===== src/rtl/spram_fifo_sched.sv =====
// -----------------------------------------------------------------------------
// spram_fifo_sched
//
// Front-end scheduler for a single-port-RAM FIFO that can execute at most one
// write or one read per cycle. A producer push stream is turned into FIFO write
// commands. The scheduler prefetches FIFO words into a 2-entry output buffer
// that feeds a consumer stream. Pushes and prefetch reads compete for the one
// FIFO port. When both are eligible in the same cycle, they take turns.
//
// Ports
//   clk             rising-edge clock
//   rst             asynchronous active-low reset
//   push_valid      producer has a word
//   push_data       producer word
//   push_ready      push granted this cycle (combinational, 0 while in reset)
//   out_valid       output buffer head is valid
//   out_data        output buffer head
//   out_ready       consumer takes the head this cycle
//   inst            registered FIFO command {WE, RE, DI}
//   fifo_do         FIFO read data
//   fifo_read_valid FIFO read data valid
//   count           words held in FIFO storage, net of reads already issued
//   full            count == DEPTH
//   empty           count == 0
//   err             sticky: read data returned with no read outstanding
// -----------------------------------------------------------------------------
module spram_fifo_sched #(
  parameter int unsigned DATA_WIDTH = 8,
  parameter int unsigned ADDR_WIDTH = 3,
  parameter int unsigned READ_LAT   = 1
) (
  input  logic                  clk,
  input  logic                  rst,
  input  logic                  push_valid,
  input  logic [DATA_WIDTH-1:0] push_data,
  output logic                  push_ready,
  output logic                  out_valid,
  output logic [DATA_WIDTH-1:0] out_data,
  input  logic                  out_ready,
  output logic [DATA_WIDTH+1:0] inst,
  input  logic [DATA_WIDTH-1:0] fifo_do,
  input  logic                  fifo_read_valid,
  output logic [ADDR_WIDTH:0]   count,
  output logic                  full,
  output logic                  empty,
  output logic                  err
);

  localparam int unsigned CntW = ADDR_WIDTH + 1;
  localparam logic [CntW-1:0] Depth = CntW'(1) << ADDR_WIDTH;

  // A read issued every cycle overlaps with at most READ_LAT older reads. The
  // 2-slot output buffer also caps outstanding reads at 2, so the counter only
  // needs to hold min(READ_LAT+1, 2).
  localparam int unsigned MaxInflight = (READ_LAT + 1 < 2) ? READ_LAT + 1 : 2;
  localparam int unsigned InflW       = $clog2(MaxInflight + 1);

  // Last port owner. Reset value is GrantRead, so the first tie goes to a write.
  localparam logic GrantRead  = 1'b0;
  localparam logic GrantWrite = 1'b1;

  // ---------------------------------------------------------------------------
  // State
  // ---------------------------------------------------------------------------
  logic [DATA_WIDTH+1:0] inst_q, inst_d;
  logic [CntW-1:0]       count_q, count_d;
  logic [InflW-1:0]      inflight_q, inflight_d;
  logic                  last_grant_q, last_grant_d;
  logic                  err_q, err_d;

  logic [DATA_WIDTH-1:0] buf_mem_q [2];
  logic                  buf_head_q, buf_head_d;
  logic [1:0]            buf_cnt_q, buf_cnt_d;

  // ---------------------------------------------------------------------------
  // Eligibility and arbitration
  // ---------------------------------------------------------------------------
  logic wr_elig, rd_elig;
  logic grant_wr, grant_rd;

  always_comb begin
    wr_elig  = push_valid && (count_q < Depth);
    // Outstanding reads already hold a buffer slot, so the total stays <= 2.
    rd_elig  = (count_q != '0) && ((3'(buf_cnt_q) + 3'(inflight_q)) < 3'd2);
    grant_wr = 1'b0;
    grant_rd = 1'b0;
    if (wr_elig && rd_elig) begin
      if (last_grant_q == GrantRead) begin
        grant_wr = 1'b1;
      end else begin
        grant_rd = 1'b1;
      end
    end else begin
      grant_wr = wr_elig;
      grant_rd = rd_elig;
    end
  end

  assign push_ready = grant_wr & rst;

  // ---------------------------------------------------------------------------
  // Read return and output buffer control
  // ---------------------------------------------------------------------------
  logic fill, stray, pop;
  logic buf_wr_idx;

  assign fill       = fifo_read_valid && (inflight_q != '0);
  assign stray      = fifo_read_valid && (inflight_q == '0);
  assign pop        = out_valid && out_ready;
  // The slot after the last valid entry. A fill never sees buf_cnt == 2.
  assign buf_wr_idx = buf_head_q ^ buf_cnt_q[0];

  always_comb begin
    buf_cnt_d = buf_cnt_q;
    if (fill && !pop) begin
      buf_cnt_d = buf_cnt_q + 2'd1;
    end else if (!fill && pop) begin
      buf_cnt_d = buf_cnt_q - 2'd1;
    end
    buf_head_d = pop ? ~buf_head_q : buf_head_q;
  end

  // ---------------------------------------------------------------------------
  // Command, occupancy and status next-state
  // ---------------------------------------------------------------------------
  always_comb begin
    inst_d = '0;
    if (grant_wr) begin
      inst_d = {2'b10, push_data};
    end else if (grant_rd) begin
      inst_d = {2'b01, {DATA_WIDTH{1'b0}}};
    end

    // A read is subtracted when it is granted, not when its data returns.
    count_d = count_q;
    if (grant_wr) begin
      count_d = count_q + CntW'(1);
    end else if (grant_rd) begin
      count_d = count_q - CntW'(1);
    end

    inflight_d = inflight_q;
    if (grant_rd && !fill) begin
      inflight_d = inflight_q + InflW'(1);
    end else if (!grant_rd && fill) begin
      inflight_d = inflight_q - InflW'(1);
    end

    last_grant_d = last_grant_q;
    if (grant_wr) begin
      last_grant_d = GrantWrite;
    end else if (grant_rd) begin
      last_grant_d = GrantRead;
    end

    err_d = err_q | stray;
  end

  // ---------------------------------------------------------------------------
  // Registers
  // ---------------------------------------------------------------------------
  always_ff @(posedge clk or negedge rst) begin
    if (!rst) begin
      inst_q       <= '0;
      count_q      <= '0;
      inflight_q   <= '0;
      last_grant_q <= GrantRead;
      err_q        <= 1'b0;
      buf_head_q   <= 1'b0;
      buf_cnt_q    <= 2'd0;
    end else begin
      inst_q       <= inst_d;
      count_q      <= count_d;
      inflight_q   <= inflight_d;
      last_grant_q <= last_grant_d;
      err_q        <= err_d;
      buf_head_q   <= buf_head_d;
      buf_cnt_q    <= buf_cnt_d;
    end
  end

  // Buffer storage is reset so out_data reads 0 out of reset.
  always_ff @(posedge clk or negedge rst) begin
    if (!rst) begin
      buf_mem_q[0] <= '0;
      buf_mem_q[1] <= '0;
    end else if (fill) begin
      buf_mem_q[buf_wr_idx] <= fifo_do;
    end
  end

  // ---------------------------------------------------------------------------
  // Outputs
  // ---------------------------------------------------------------------------
  assign inst      = inst_q;
  assign count     = count_q;
  assign full      = (count_q == Depth);
  assign empty     = (count_q == '0);
  assign err       = err_q;
  assign out_valid = (buf_cnt_q != 2'd0);
  assign out_data  = buf_mem_q[buf_head_q];

endmodule


===== config.mk =====
export PLATFORM = sky130hd
export DESIGN_NAME = spram_fifo_sched
export DESIGN_NICKNAME = d
export VERILOG_FILES = /design/src/rtl/spram_fifo_sched.sv
export SDC_FILE = /design/constraint.sdc
export NUM_CORES = 1
export LEC_CHECK = 0
export CORE_ASPECT_RATIO = 0.9
export CORE_MARGIN = 2
export CORE_UTILIZATION = 45
export DETAILED_ROUTE_END_ITERATION = 12
export PLACE_DENSITY = 0.81
export SLEW_MARGIN = 20
export SYNTH_ARGS = -nofsm -noshare
export SYNTH_HDL_FRONTEND = slang
export SYNTH_SLANG_ARGS = --single-unit

===== constraint.sdc =====
create_clock -name clk -period 4.4 [get_ports clk]
set_clock_uncertainty 0.2 [all_clocks]
set_input_delay 1.1 -clock clk [delete_from_list [all_inputs] [get_ports clk]]
set_output_delay 1.1 -clock clk [all_outputs]
set_load 0.005 [all_outputs]

Word level (Yosys, flattened, before mapping)

Index checks and enable logic that the tools add are counted.
W data, S select, Z words.

Word-level logic and storage cells: 70
Output and inout port bits: 27
Bits of input ports: 21
Bits in registers: 37

Bitwise gates (word level): 6
Reductions and logical operators: 22
Eq/ne operators: 1
Order comparisons: 5
Multiplexer cells: 20
Add/subtract/negate cells: 7

Operators with widths:

| kind                  | count |
|---|---|
| $mux W8               | 4 |
| $bwmux W16            | 1 |
| $logic_and A1 B1 Y1   | 11 |
| $mux W10              | 1 |
| $reduce_bool A2 Y1    | 5 |
| $mux W9               | 1 |
| $demux W8 S1          | 1 |
| $mux W2               | 4 |
| $mux W4               | 2 |
| $mux W1               | 6 |
| $add A2 B1 Y2 const B | 2 |
| $add A4 B1 Y4 const B | 1 |
| $eq A4 B4 Y1 const B  | 1 |
| $ge A2 B2 Y1 const B  | 2 |
| $logic_not A4 Y1      | 1 |
| $lt A4 B4 Y1 const B  | 1 |
| $not A1 Y2            | 2 |
| $reduce_bool A4 Y1    | 1 |
| $sub A2 B1 Y2 const B | 2 |
| $sub A4 B1 Y4 const B | 1 |
| $add A2 B2 Y3         | 1 |
| $logic_not A1 Y1      | 3 |
| $lt A3 B2 Y1 const B  | 1 |
| $logic_not A2 Y1      | 1 |
| other kinds (5)       | 5 |

Depth between registers and ports, before layout

Word-level depth: 9
Depth in mapped cells: 9
Depth with buffers taken out: 8

Least setup slack after synthesis

No wires, ideal clock.

Path type: input to output
Start: input port push_valid
End: output port push_ready
Arrival: 1.906 ns
Cell stages on the path: 4
Buffers on the path: 1
Setup slack: 1.194 ns
Data required time: 3.100 ns
Cell sequence: nor2b_1 -> o41a_4 -> buf_4 -> and2_1

Longest elaborated chain between the ends: 4

Ends and longest elaborated chain:

| element               | line | text |
|---|---|---|
| start, declared       | 34   | `input logic push_valid,` |
| $logic_and A1 B1 Y1 * | 82   | `wr_elig = push_valid && (count_q < Depth);` |
| $logic_and A1 B1 Y1   | 87   | `if (wr_elig && rd_elig) begin` |
| $mux W1 *             | 87   |  |
| via grant_wr          | 79   | `logic grant_wr, grant_rd;` |
| $and A1 B1 Y1 *       | 99   | `assign push_ready = grant_wr & rst;` |
| end, declared         | 36   | `output logic push_ready,` |

The timed path passes the listed nets; every way through them passes the cells marked *.

Worst setup path in the final report

Start: input port push_valid
End: output port push_ready

Longest elaborated chain between the ends: 4

Ends and longest elaborated chain:

| element               | line |
|---|---|
| $logic_and A1 B1 Y1 * | 82 |
| $logic_and A1 B1 Y1   | 87 |
| $mux W1 *             | 87 |
| $and A1 B1 Y1 *       | 99 |

Every way passes the cells marked *; elsewhere a longest branch is shown, timed or not.

==> results.yml <==
critical_path:
  critPathMaxFanout: 12
  start_kind: "input pin"
  endpoint_kind: "output port"
  cp.arrival_ns: 2.65
  required_ns: 3.10
  crit_type: "in2out"
detailed_routing:
  first_pass_iters: 4
  drt_wl_total_mm: 2.98
  routed-via-count: 1052
  drt_iter0_drc: 22
  postRouteAntennaNets: 0
  detail_route.wl_per_cell_um: 13.9
  post-route-drc-count: 0
  avgViaCountPerCell: 4.89
floorplanning:
  start_util: 0.480
  core_area_um2: 3430
  fp.dieW_um: 67.7
  die_area_um2: 4160
  io_pins: 48
  die_h_um: 61.4
  rows: 20
final_layout:
  stdcell_count: 215
  drive_gt1_frac: 0.257
  num-nets-final: 196
  fin_area_um2: 2250
  fin_util: 0.657
  area_growth_pct: 36.8
  diodes: 0
timing:
  rsz0062_at_grt: "false"
  final_hold_viol_count: 0
  slew_headroom: 0.463
  fin_crit_sh: 0.898
  final-max-slew-violation-count: 0
  period_needed_ns: 3.95
  max_freq_mhz: 253
  worst_pin_slew_ns: 0.803
  setup_viol: 0
  tns_ns: 0
clock_tree:
  cts-hold-fix-buffers: 0
  cts.sinks: 37
  htreeDepth: 2
  clock_latency_ns: 0.28
  cts_setup_buffers: 0
  cts-resized-gates: 0
  path_clk_slew_ns: 0.06
  root_buffer: "clkbuf_8"
  cts_max_path_buffers: 2
  cts_tree: "done"
  cts_made_buffers: 5
place:
  place_hpwl_mm: 2.22
  place_area_um2: 2160
  placedCellCount: 208
  place.gp.congestion: 0.788
  io_buffers: 47
grt:
  grt_max_degree: 38
  antenna_found_initial: 0
  grtUsageTotal: 0.173
  grt_pass1_wl_mm: 5.01
  grt_pass1_vias: 1168
  overflow: 0
logic_synthesis:
  yosys_warnings: 0
  ys_seq_elements: 37
  ys_types: 27
  netlist_instances: 118
  yosysSeqAreaShare: 0.563
  postSynthAreaPerCell_um2: 13.9
  synth_area_um2: 1650
  syn_nets: 143
hold_path:
  hold_class: "reg2reg"
pwr:
  leakagePower_nw: 0.942
  fin_total_pwr_w: 0.00175
  p_per_area_nw_per_um2: 779
  irDropWorstVdd_mv: 0.399
status:
  status: "complete, no violations"
job:
  maxCapViolCount: 0
## routing by layer
metal  vias to the layer above  GRT usage  part of all wire
li1                        511          -                 -
met2                        43      0.294              0.47
met4                         0     0.0437            0.0054
met1                       495      0.199              0.45
met5                         -          0                 0
met3                         3     0.0841             0.079
## synthesized netlist by cell type
| master | count | area share |
|---|---|---|
| nor3_2 | 1 | 0.0061 |
| nor2_1 | 5 | 0.011 |
| fa_1 | 1 | 0.012 |
| nor2_2 | 2 | 0.0076 |
| nor4_4 | 1 | 0.013 |
| inv_2 | 1 | 0.0023 |
| and2_1 | 11 | 0.042 |
| dfrtp_1 | 37 | 0.56 |
| o21ai_1 | 1 | 0.0030 |
| buf_2 | 1 | 0.0030 |
| ha_1 | 3 | 0.023 |
| buf_4 | 2 | 0.0091 |
| a2111oi_0 | 1 | 0.0053 |
| nand4_1 | 1 | 0.0038 |
| a21o_1 | 2 | 0.0091 |
| inv_1 | 1 | 0.0023 |
| xor2_1 | 5 | 0.027 |
| or2_2 | 1 | 0.0038 |
| nand2_1 | 2 | 0.0046 |
| o41a_4 | 1 | 0.013 |
| a21oi_1 | 2 | 0.0061 |
| mux2_2 | 25 | 0.17 |
| nor2b_1 | 2 | 0.0076 |
| xnor2_1 | 6 | 0.032 |
| a2111oi_2 | 1 | 0.0091 |
| a22oi_2 | 1 | 0.0076 |
| nor3_1 | 1 | 0.0030 |
## through the flow
stage / hold WS, ns / setup slack [ns]
2_1_floorplan: 0.251 / 1.19
3_3_place_gp: 0.239 / 0.472
3_5_place_dp: 0.244 / 0.451
4_1_cts: 0.258 / 0.440
5_1_grt: 0.277 / 0.343
6_report: 0.253 / 0.450
## path summary, 6_finish.rpt
| check | start | endpoint | cells past startpoint | slack [ns] |
|---|---|---|---|---|
| worst max-delay path | push_valid | push_ready | 5 | 0.45 |
| worst min-delay path | err | err | 1 | 0.25 |
| worst max register to register | buf_cnt_q[0] | count[2] | 8 | 1.69 |
| worst min register to register | err | err | 1 | 0.25 |
| max in group asynchronous | rst | inst[5] | 2 | 3.00 |
| min in group asynchronous | rst | count[2] | 2 | 0.70 |
## final cells by class
cell class | count | area (µm²)
fill | 239 | 1180
sequential | 37 | 926
multi-input combinational | 76 | 692
timing repair buffer | 49 | 480
clock buffer | 6 | 82.6
tap | 44 | 55.1
clock inverter | 1 | 7.51
inverter | 2 | 7.51
## power breakdown
part / switching [W] / internal (W)
registers: 0.000136 / 0.000499
logic: 0.000335 / 0.000550
clock network: 0.000108 / 0.000124
total: 0.000580 / 0.00117
## kinds of logic after synthesis
family / Yosys count / synth area share
buf+inv: 5 / 0.0167
mux: 25 / 0.171
xor+xnor: 11 / 0.0586
fa+ha+maj: 4 / 0.0350
flops: 37 / 0.563
simple gates: 27 / 0.103
compound gates: 9 / 0.0532
## cells in the final DEF, fill, tap and decap left out
cell / instances
clkdlybuf4s50_1: 46
dfrtp_1: 37
mux2_2: 25
and2_1: 11
xnor2_1: 6
clkbuf_8: 6
nor2_1: 5
xor2_1: 5
ha_1: 3
nor2b_1: 2
a21o_1: 2
nand2_1: 2
nor2_2: 2
a21oi_1: 2
buf_4: 2
nor4_4: 1
inv_2: 1
o41a_4: 1
a2111oi_2: 1
o21ai_1: 1
inv_1: 1
or2_2: 1
nor3_1: 1
a2111oi_0: 1
a22oi_2: 1
nor3_2: 1
nand4_1: 1
fa_1: 1
clkinvlp_4: 1
buf_2: 1
## critical path: stages
cell             delay, ns
clkdlybuf4s50_1       0.48
nor2b_1               0.20
o41a_4                0.24
and2_1                0.14
clkdlybuf4s50_1       0.50
## sequential cells by signal (all words and copies together) (netlist names)
signal and flops:
buf_head_q 1, inflight_q 2, err 1, inst 10, buf_cnt_q 2, count 4
buf_mem_q 16, last_grant_q 1
Note: power is estimated with default switching activity, not from simulation.
